## config.mk

```make
export PLATFORM = sky130hd
export DESIGN_NAME = debug_responder
export DESIGN_NICKNAME = d
export VERILOG_FILES = /design/src/rtl/debug_responder.sv
export SDC_FILE = /design/constraint.sdc
export NUM_CORES = 1
export LEC_CHECK = 0
export ABC_AREA = 1
export ABC_CLOCK_PERIOD_IN_PS = 7900
export CAP_MARGIN = 20
export CORE_MARGIN = 2
export CORE_UTILIZATION = 44
export CTS_BUF_LIST = sky130_fd_sc_hd__clkbuf_16
export DETAILED_ROUTE_END_ITERATION = 6
export GPL_ROUTABILITY_DRIVEN = 0
export PLACE_DENSITY = 0.78
export SLEW_MARGIN = 40
export SYNTH_ARGS = -nofsm -noshare
export SYNTH_HDL_FRONTEND = slang
export SYNTH_SLANG_ARGS = --single-unit
```

## constraint.sdc

```tcl
create_clock -name i_clk -period 7.9 [get_ports i_clk]
set_input_delay 1.185 -clock i_clk [delete_from_list [all_inputs] [get_ports i_clk]]
set_output_delay 1.185 -clock i_clk [all_outputs]
set_load 0.01 [all_outputs]
```

## src/rtl/debug_responder.sv

```systemverilog
// debug_responder: UART command responder for pipeline debug.
// Dumps pipeline latches and registers, loads instruction memory, and controls run/step.
module debug_responder #(
  parameter int IF_ID_SIZE      = 64,
  parameter int ID_EX_SIZE      = 129,
  parameter int EX_MEM_SIZE     = 78,
  parameter int MEM_WB_SIZE     = 72,
  parameter int MAX_INSTRUCTION = 64
) (
  input  logic                               i_clk,
  input  logic                               i_rst,
  input  logic [7:0]                         i_rx_data,
  input  logic                               i_rx_valid,
  output logic [7:0]                         o_tx_data,
  output logic                               o_tx_start,
  input  logic                               i_tx_done,
  input  logic [IF_ID_SIZE-1:0]              i_if_id,
  input  logic [ID_EX_SIZE-1:0]              i_id_ex,
  input  logic [EX_MEM_SIZE-1:0]             i_ex_mem,
  input  logic [MEM_WB_SIZE-1:0]             i_mem_wb,
  output logic [4:0]                         o_reg_addr,
  input  logic [31:0]                        i_reg_data,
  output logic                               o_imem_we,
  output logic [$clog2(MAX_INSTRUCTION)-1:0] o_imem_addr,
  output logic [31:0]                        o_imem_data,
  output logic                               o_step_mode,
  output logic                               o_run,
  output logic                               o_step,
  output logic                               o_overrun
);
  localparam int AW  = $clog2(MAX_INSTRUCTION);
  localparam int M1  = IF_ID_SIZE > ID_EX_SIZE ? IF_ID_SIZE : ID_EX_SIZE;
  localparam int M2  = EX_MEM_SIZE > MEM_WB_SIZE ? EX_MEM_SIZE : MEM_WB_SIZE;
  // extra headroom keeps every zero-extension strictly wider than its source, including a 32-bit register
  localparam int SRW = (M1 > M2 ? M1 : M2) + 40;
  localparam logic [7:0] N_IF  = 8'((IF_ID_SIZE + 7) / 8);
  localparam logic [7:0] N_IDX = 8'((ID_EX_SIZE + 7) / 8);
  localparam logic [7:0] N_EXM = 8'((EX_MEM_SIZE + 7) / 8);
  localparam logic [7:0] N_MWB = 8'((MEM_WB_SIZE + 7) / 8);
  localparam logic [8:0] MAXN  = 9'(MAX_INSTRUCTION);
  localparam logic [7:0] ACK_R = 8'h52;
  localparam logic [7:0] ACK_E = 8'h45;
  localparam logic [2:0] IDLE        = 3'd0;
  localparam logic [2:0] GET_COUNT   = 3'd1;
  localparam logic [2:0] LOAD        = 3'd2;
  localparam logic [2:0] TX_BYTE     = 3'd3;
  localparam logic [2:0] TX_WAIT     = 3'd4;
  localparam logic [2:0] TX_ACK      = 3'd5;
  localparam logic [2:0] TX_ACK_WAIT = 3'd6;

  logic [2:0]     r_state;
  logic [SRW-1:0] r_sr;
  logic [7:0]     r_cnt;
  logic           r_regs;
  logic [1:0]     r_bidx;
  logic [7:0]     r_ack;
  logic [7:0]     r_hold;
  logic           r_hold_v;
  logic [7:0]     r_nwords;
  logic [7:0]     r_widx;
  logic [23:0]    r_word;
  logic           r_armed;
  logic           w_cons;
  logic           w_rx_v;
  logic [7:0]     w_rx_d;
  logic [SRW-1:0] w_src;

  always_comb begin
    w_cons = (r_state == IDLE) || (r_state == GET_COUNT) || (r_state == LOAD);
    w_rx_v = w_cons && (r_hold_v || i_rx_valid);
    w_rx_d = r_hold_v ? r_hold : i_rx_data;
    w_src  = (r_regs && r_bidx == 2'd0) ? SRW'(i_reg_data) : r_sr;
  end

  always_ff @(posedge i_clk or posedge i_rst) begin
    if (i_rst) begin
      r_state     <= IDLE;
      r_sr        <= '0;
      r_cnt       <= '0;
      r_regs      <= 1'b0;
      r_bidx      <= '0;
      r_ack       <= '0;
      r_hold      <= '0;
      r_hold_v    <= 1'b0;
      r_nwords    <= '0;
      r_widx      <= '0;
      r_word      <= '0;
      r_armed     <= 1'b0;
      o_tx_data   <= '0;
      o_tx_start  <= 1'b0;
      o_reg_addr  <= '0;
      o_imem_we   <= 1'b0;
      o_imem_addr <= '0;
      o_imem_data <= '0;
      o_step_mode <= 1'b0;
      o_run       <= 1'b0;
      o_step      <= 1'b0;
      o_overrun   <= 1'b0;
    end else begin
      o_imem_we <= 1'b0;
      o_step    <= 1'b0;
      // a byte not consumed directly this cycle lands in the holding register
      if (i_rx_valid && !(w_cons && !r_hold_v)) begin
        r_hold   <= i_rx_data;
        r_hold_v <= 1'b1;
        if (r_hold_v && !w_cons) o_overrun <= 1'b1;
      end else if (w_cons) begin
        r_hold_v <= 1'b0;
      end
      case (r_state)
        IDLE: if (w_rx_v) begin
          r_ack  <= ACK_R;
          r_regs <= 1'b0;
          case (w_rx_d)
            8'h01: begin
              r_regs     <= 1'b1;
              r_bidx     <= '0;
              o_reg_addr <= '0;
              r_cnt      <= 8'd128;
              r_state    <= TX_BYTE;
            end
            8'h02: begin r_sr <= SRW'(i_if_id);  r_cnt <= N_IF;  r_state <= TX_BYTE; end
            8'h03: begin r_sr <= SRW'(i_id_ex);  r_cnt <= N_IDX; r_state <= TX_BYTE; end
            8'h04: begin r_sr <= SRW'(i_ex_mem); r_cnt <= N_EXM; r_state <= TX_BYTE; end
            8'h05: begin r_sr <= SRW'(i_mem_wb); r_cnt <= N_MWB; r_state <= TX_BYTE; end
            8'h07: r_state <= GET_COUNT;
            8'h08: begin o_step_mode <= 1'b0; o_run <= 1'b0; r_armed <= 1'b0; end
            8'h0A: o_step <= o_step_mode && r_armed;
            8'h0D: begin
              r_armed <= r_armed || o_step_mode;
              o_run   <= o_run || !o_step_mode;
            end
            8'h11: begin
              o_step_mode <= 1'b1;
              o_run       <= 1'b0;
              r_armed     <= 1'b0;
              r_state     <= TX_ACK;
            end
            default: begin r_ack <= ACK_E; r_state <= TX_ACK; end
          endcase
        end
        GET_COUNT: if (w_rx_v) begin
          if (w_rx_d == 8'd0 || {1'b0, w_rx_d} > MAXN) begin
            r_ack   <= ACK_E;
            r_state <= TX_ACK;
          end else begin
            r_nwords <= w_rx_d;
            r_widx   <= '0;
            r_bidx   <= '0;
            r_state  <= LOAD;
          end
        end
        LOAD: if (w_rx_v) begin
          r_bidx <= r_bidx + 2'd1;
          if (r_bidx != 2'd3) begin
            r_word <= {w_rx_d, r_word[23:8]};
          end else begin
            o_imem_data <= {w_rx_d, r_word};
            o_imem_addr <= r_widx[AW-1:0];
            o_imem_we   <= 1'b1;
            r_widx      <= r_widx + 8'd1;
            if (r_widx == r_nwords - 8'd1) begin
              r_ack   <= ACK_R;
              r_state <= TX_ACK;
            end
          end
        end
        TX_BYTE: begin
          o_tx_data  <= w_src[7:0];
          r_sr       <= w_src >> 8;
          o_tx_start <= 1'b1;
          r_state    <= TX_WAIT;
        end
        TX_WAIT: if (i_tx_done) begin
          o_tx_start <= 1'b0;
          r_cnt      <= r_cnt - 8'd1;
          r_bidx     <= r_bidx + 2'd1;
          if (r_regs && r_bidx == 2'd3) o_reg_addr <= o_reg_addr + 5'd1;
          r_state    <= (r_cnt == 8'd1) ? TX_ACK : TX_BYTE;
        end
        TX_ACK: begin
          o_tx_data  <= r_ack;
          o_tx_start <= 1'b1;
          r_state    <= TX_ACK_WAIT;
        end
        TX_ACK_WAIT: if (i_tx_done) begin
          o_tx_start <= 1'b0;
          r_state    <= IDLE;
        end
        default: r_state <= IDLE;
      endcase
    end
  end
endmodule

```

==> run summary <==
The post-layout total power is 0.00558 W. The gate count of the mapped netlist is 2357. The number of instances resized during post-cts repair is 0. The number of antenna-violating nets in the routed design is 0. By area the synthesized netlist is led by dfrtp_1, nand2_1, nand3_1, o21ai_0, nor2_1. The peak per-stage delay on the critical path came out at 0.61 ns. The wire length per cell after detailed routing is 16.0 um. The post-placement worst setup slack came out at 3.02 ns. The wire length of the first global-routing pass came out at 79700 um. In this run the biggest area consumer among cell types represents 41.4% of the synthesized area.

The standby leakage power is 10.6 nW. The count of TritonRoute iterations in the first routing pass is 5. The transition time at the pin with the least slew margin is 0.848 ns. The net total in the final layout came out at 3111.

Setup repair after global routing left no endpoint under its margin. After detailed routing, the total wire length is 51200 um. Of the cells placed in the final design, the portion with a size suffix greater than 1 is 3.40%. The most instantiated flip-flop cell in the synthesis netlist is dfrtp_1. The final count of pins violating max slew is 0. The upper clock frequency limit is 233 MHz. The final global-route overflow total came out at 0.

The largest fanout on the critical path came out at 111. The post-route clock period utilization is 54.4%. The biggest area contributor in the post-synthesis netlist is dfrtp_1.

The critical path is of the input port to flip-flop type. The final worst clock skew is 0.0168 ns. The clock drives 253 sinks.

In this run, post-CTS hold repair placed 0 buffers. The post-route setup TNS is 0 ns. The floorplan row count came out at 68. The worst-case vdd ir drop is 0.000185 V.

Once placement completed, the tool counted placed cells totaling 3141. The worst slew slack as a fraction of its limit is 43.5%. Summing the sequential cell areas from Yosys gives 41.4% of the chip area. The number of vias in the routed layout is 16400. Leaving out fill and tap cells, the most frequent cell in the layout is nand2_1. The worst register-to-register path begins at r_hold_v. The cell with the largest stage delay on the worst path is buf_4.

The number of global-route vias before repair was 15600. The async set-reset flop share out of synthesis is 100%. Counting flops and latches in the post-synthesis netlist gives 253. The net count of the mapped netlist is 2751.

The fill cell total of the finished layout is 3204. The number of enable flip-flop cells after synthesis is 0. For this run, the number of standard cells in the final layout without fillers is 3203.

The core footprint is 0.0344 mm2. The worst setup path is captured at a flip-flop. The final hold violation count came out at 0. The worst hold path begins at r_ack[6]. The post-DP HPWL came out at 37000 um. The flop-to-flop setup slack is 3.79 ns.

The number of remaining DRC errors came out at 0. The clock-pin slew on the worst setup and hold paths is 0.06 ns. The pin count of the biggest net entering global routing is 129. In this run, CTS created clock tree buffers numbering 28. The total number of yosys warnings came out at 0.

The setup fix buffers added after clock tree synthesis is 0. Across the run, the number of max-cap violations was 0. The signal on the critical path passes through clkdlybuf4s50_1 > inv_1 > nand2_1 > nand2_1 > nand2_1 > nor2_4 > buf_4 > nand2_2 > nand2_1 > a21oi_2 > nand2_2 > nand2_8 > nand2_8 > buf_12 > nand2_1 > nand2_1. The longest clock path from root to sink contains 3 buffers. The die boundary height came out at 190 um. The count of different cell masters after synthesis is 39. The mean cell area of the mapped netlist came out at 6.49 um2. Setup violations remaining at the end of the flow were counted as 0. Measured along the x axis, the die boundary spans 190 um. Pin placement for this block handled 444 I/O pins. For the worst-skew pair, the clock arrives at the later sink with an insertion delay of 0.55 ns. Dividing total power by cell area gives a power density of 268 mW/mm2.

STA classifies the critical path startpoint as an input port. In this run the cell area of the synthesized design comes to 0.0153 mm2. The violation count after the first detailed-route iteration is 1230. The area growth from synthesis to layout is 36.0%.

The time the final worst path needs with I/O delays and setup came out at 4.30 ns. The final worst slack is 3.60 ns. The port buffer count came out at 443.

Leaving out fill and tap cells, the most frequent cells in the layout are nand2_1, clkdlybuf4s50_1, nand3_1. The total routing usage reported by global routing is 27.1%. The total die area came out at 0.0363 mm2. Data on the critical path is required at its endpoint by 8.38 ns.

At the end of the flow the core is filled with cells to 60.5%. Data on the critical path arrives at its endpoint at 4.77 ns. The initial core utilization came out at 44.5%. The cell that appears most often on the critical path is nand2_1. The via density per instance is 5.12. The library cell used as clock root buffer is clkbuf_16. The number of H-tree levels is 1. The flow ran to the end, and the final reports show no timing, DRC or antenna violations.

TritonCTS built the clock tree. The min-delay analysis places its worst path in the category flip-flop to flip-flop. Tracing the worst setup path back leads to its startpoint at i_rx_data[5].

The initial antenna violation count came out at 9.
==> layout make-up <==
type	instances	area, um2	area share (%)
clock buffers	28	701	3.37
repair buffers	461	4600	22.1
flip-flops and latches	253	6330	30.4
multi-input cells	1764	7590	36.5
inverters	209	801	3.85
clock inverters	24	176	0.848
diodes	9	22.5	0.108
well taps	455	569	2.74
==> worst paths after layout <==
check                                 end  depth (start not counted)
worst max register to register   r_sr[63]                         15
worst min register to register   r_ack[6]                          2
min in group asynchronous       r_word[9]                          2
worst min-delay path             r_ack[6]                          2
worst max-delay path             r_sr[63]                         16
max in group asynchronous       r_sr[109]                          4
==> state kept, by name, summed over array words and instances, names as in the netlist, 2 cells and up <==
name / flops
r_hold: 8
r_widx: 8
r_bidx: 2
o_tx_data: 8
o_imem_data: 32
r_nwords: 8
r_sr: 129
r_state: 3
o_reg_addr: 5
r_word: 24
r_cnt: 8
r_ack: 3
o_imem_addr: 6
==> synthesized netlist by cell type (all sizes together), types with 2 or more instances <==
master  instances
xor2           11
dfrtp         253
or2             2
o21bai          2
xnor2           2
a21oi          19
o31ai           7
o211ai          2
o21ai         210
nand4           5
nor3            7
clkbuf         68
nor2          241
nor4            2
ha              7
inv           207
buf            63
nand2         987
clkinv          2
nand3         255
==> kinds of logic (layout without fill, tap and decap cells) <==
family / after synthesis / count (layout) / share of synthesized area (%)
xor+xnor: 13 / 13 / 0.745
other cells: 0 / 9 / 0
buf+inv: 340 / 722 / 9.36
fa+ha+maj: 7 / 7 / 0.573
compound gates: 244 / 244 / 8.29
flops: 253 / 253 / 41.4
simple gates: 1500 / 1500 / 39.6
==> per-layer routing <==
metal | vias up | track usage, % | share of wire [%]
li1 | 8056 | - | -
met1 | 7593 | 35.7 | 42
met2 | 657 | 45.2 | 47
met3 | 84 | 4.55 | 7.7
met4 | 0 | 9.66 | 3.0
met5 | - | 0 | 0
==> worst max-delay path: cells and delay by family <==
kind,cells,cell delay (ns)
and+or+nand+nor,11,2.09
buffers and inverters,4,1.40
AOI/OAI and AO/OA,1,0.06
==> power breakdown <==
group | switching, W | internal, W
Combinational | 0.00139 | 0.000833
Clock | 0.000546 | 0.000711
Sequential | 0.000302 | 0.00180
==> metrics by stage <==
stage,hold slack (ns),instance area [um2]
2_1_floorplan,0.423,15300
3_3_place_gp,0.436,19800
3_5_place_dp,0.441,19900
4_1_cts,0.456,20800
5_1_grt,0.486,20800
6_report,0.456,20800
Note: power is estimated with default switching activity, not from simulation.
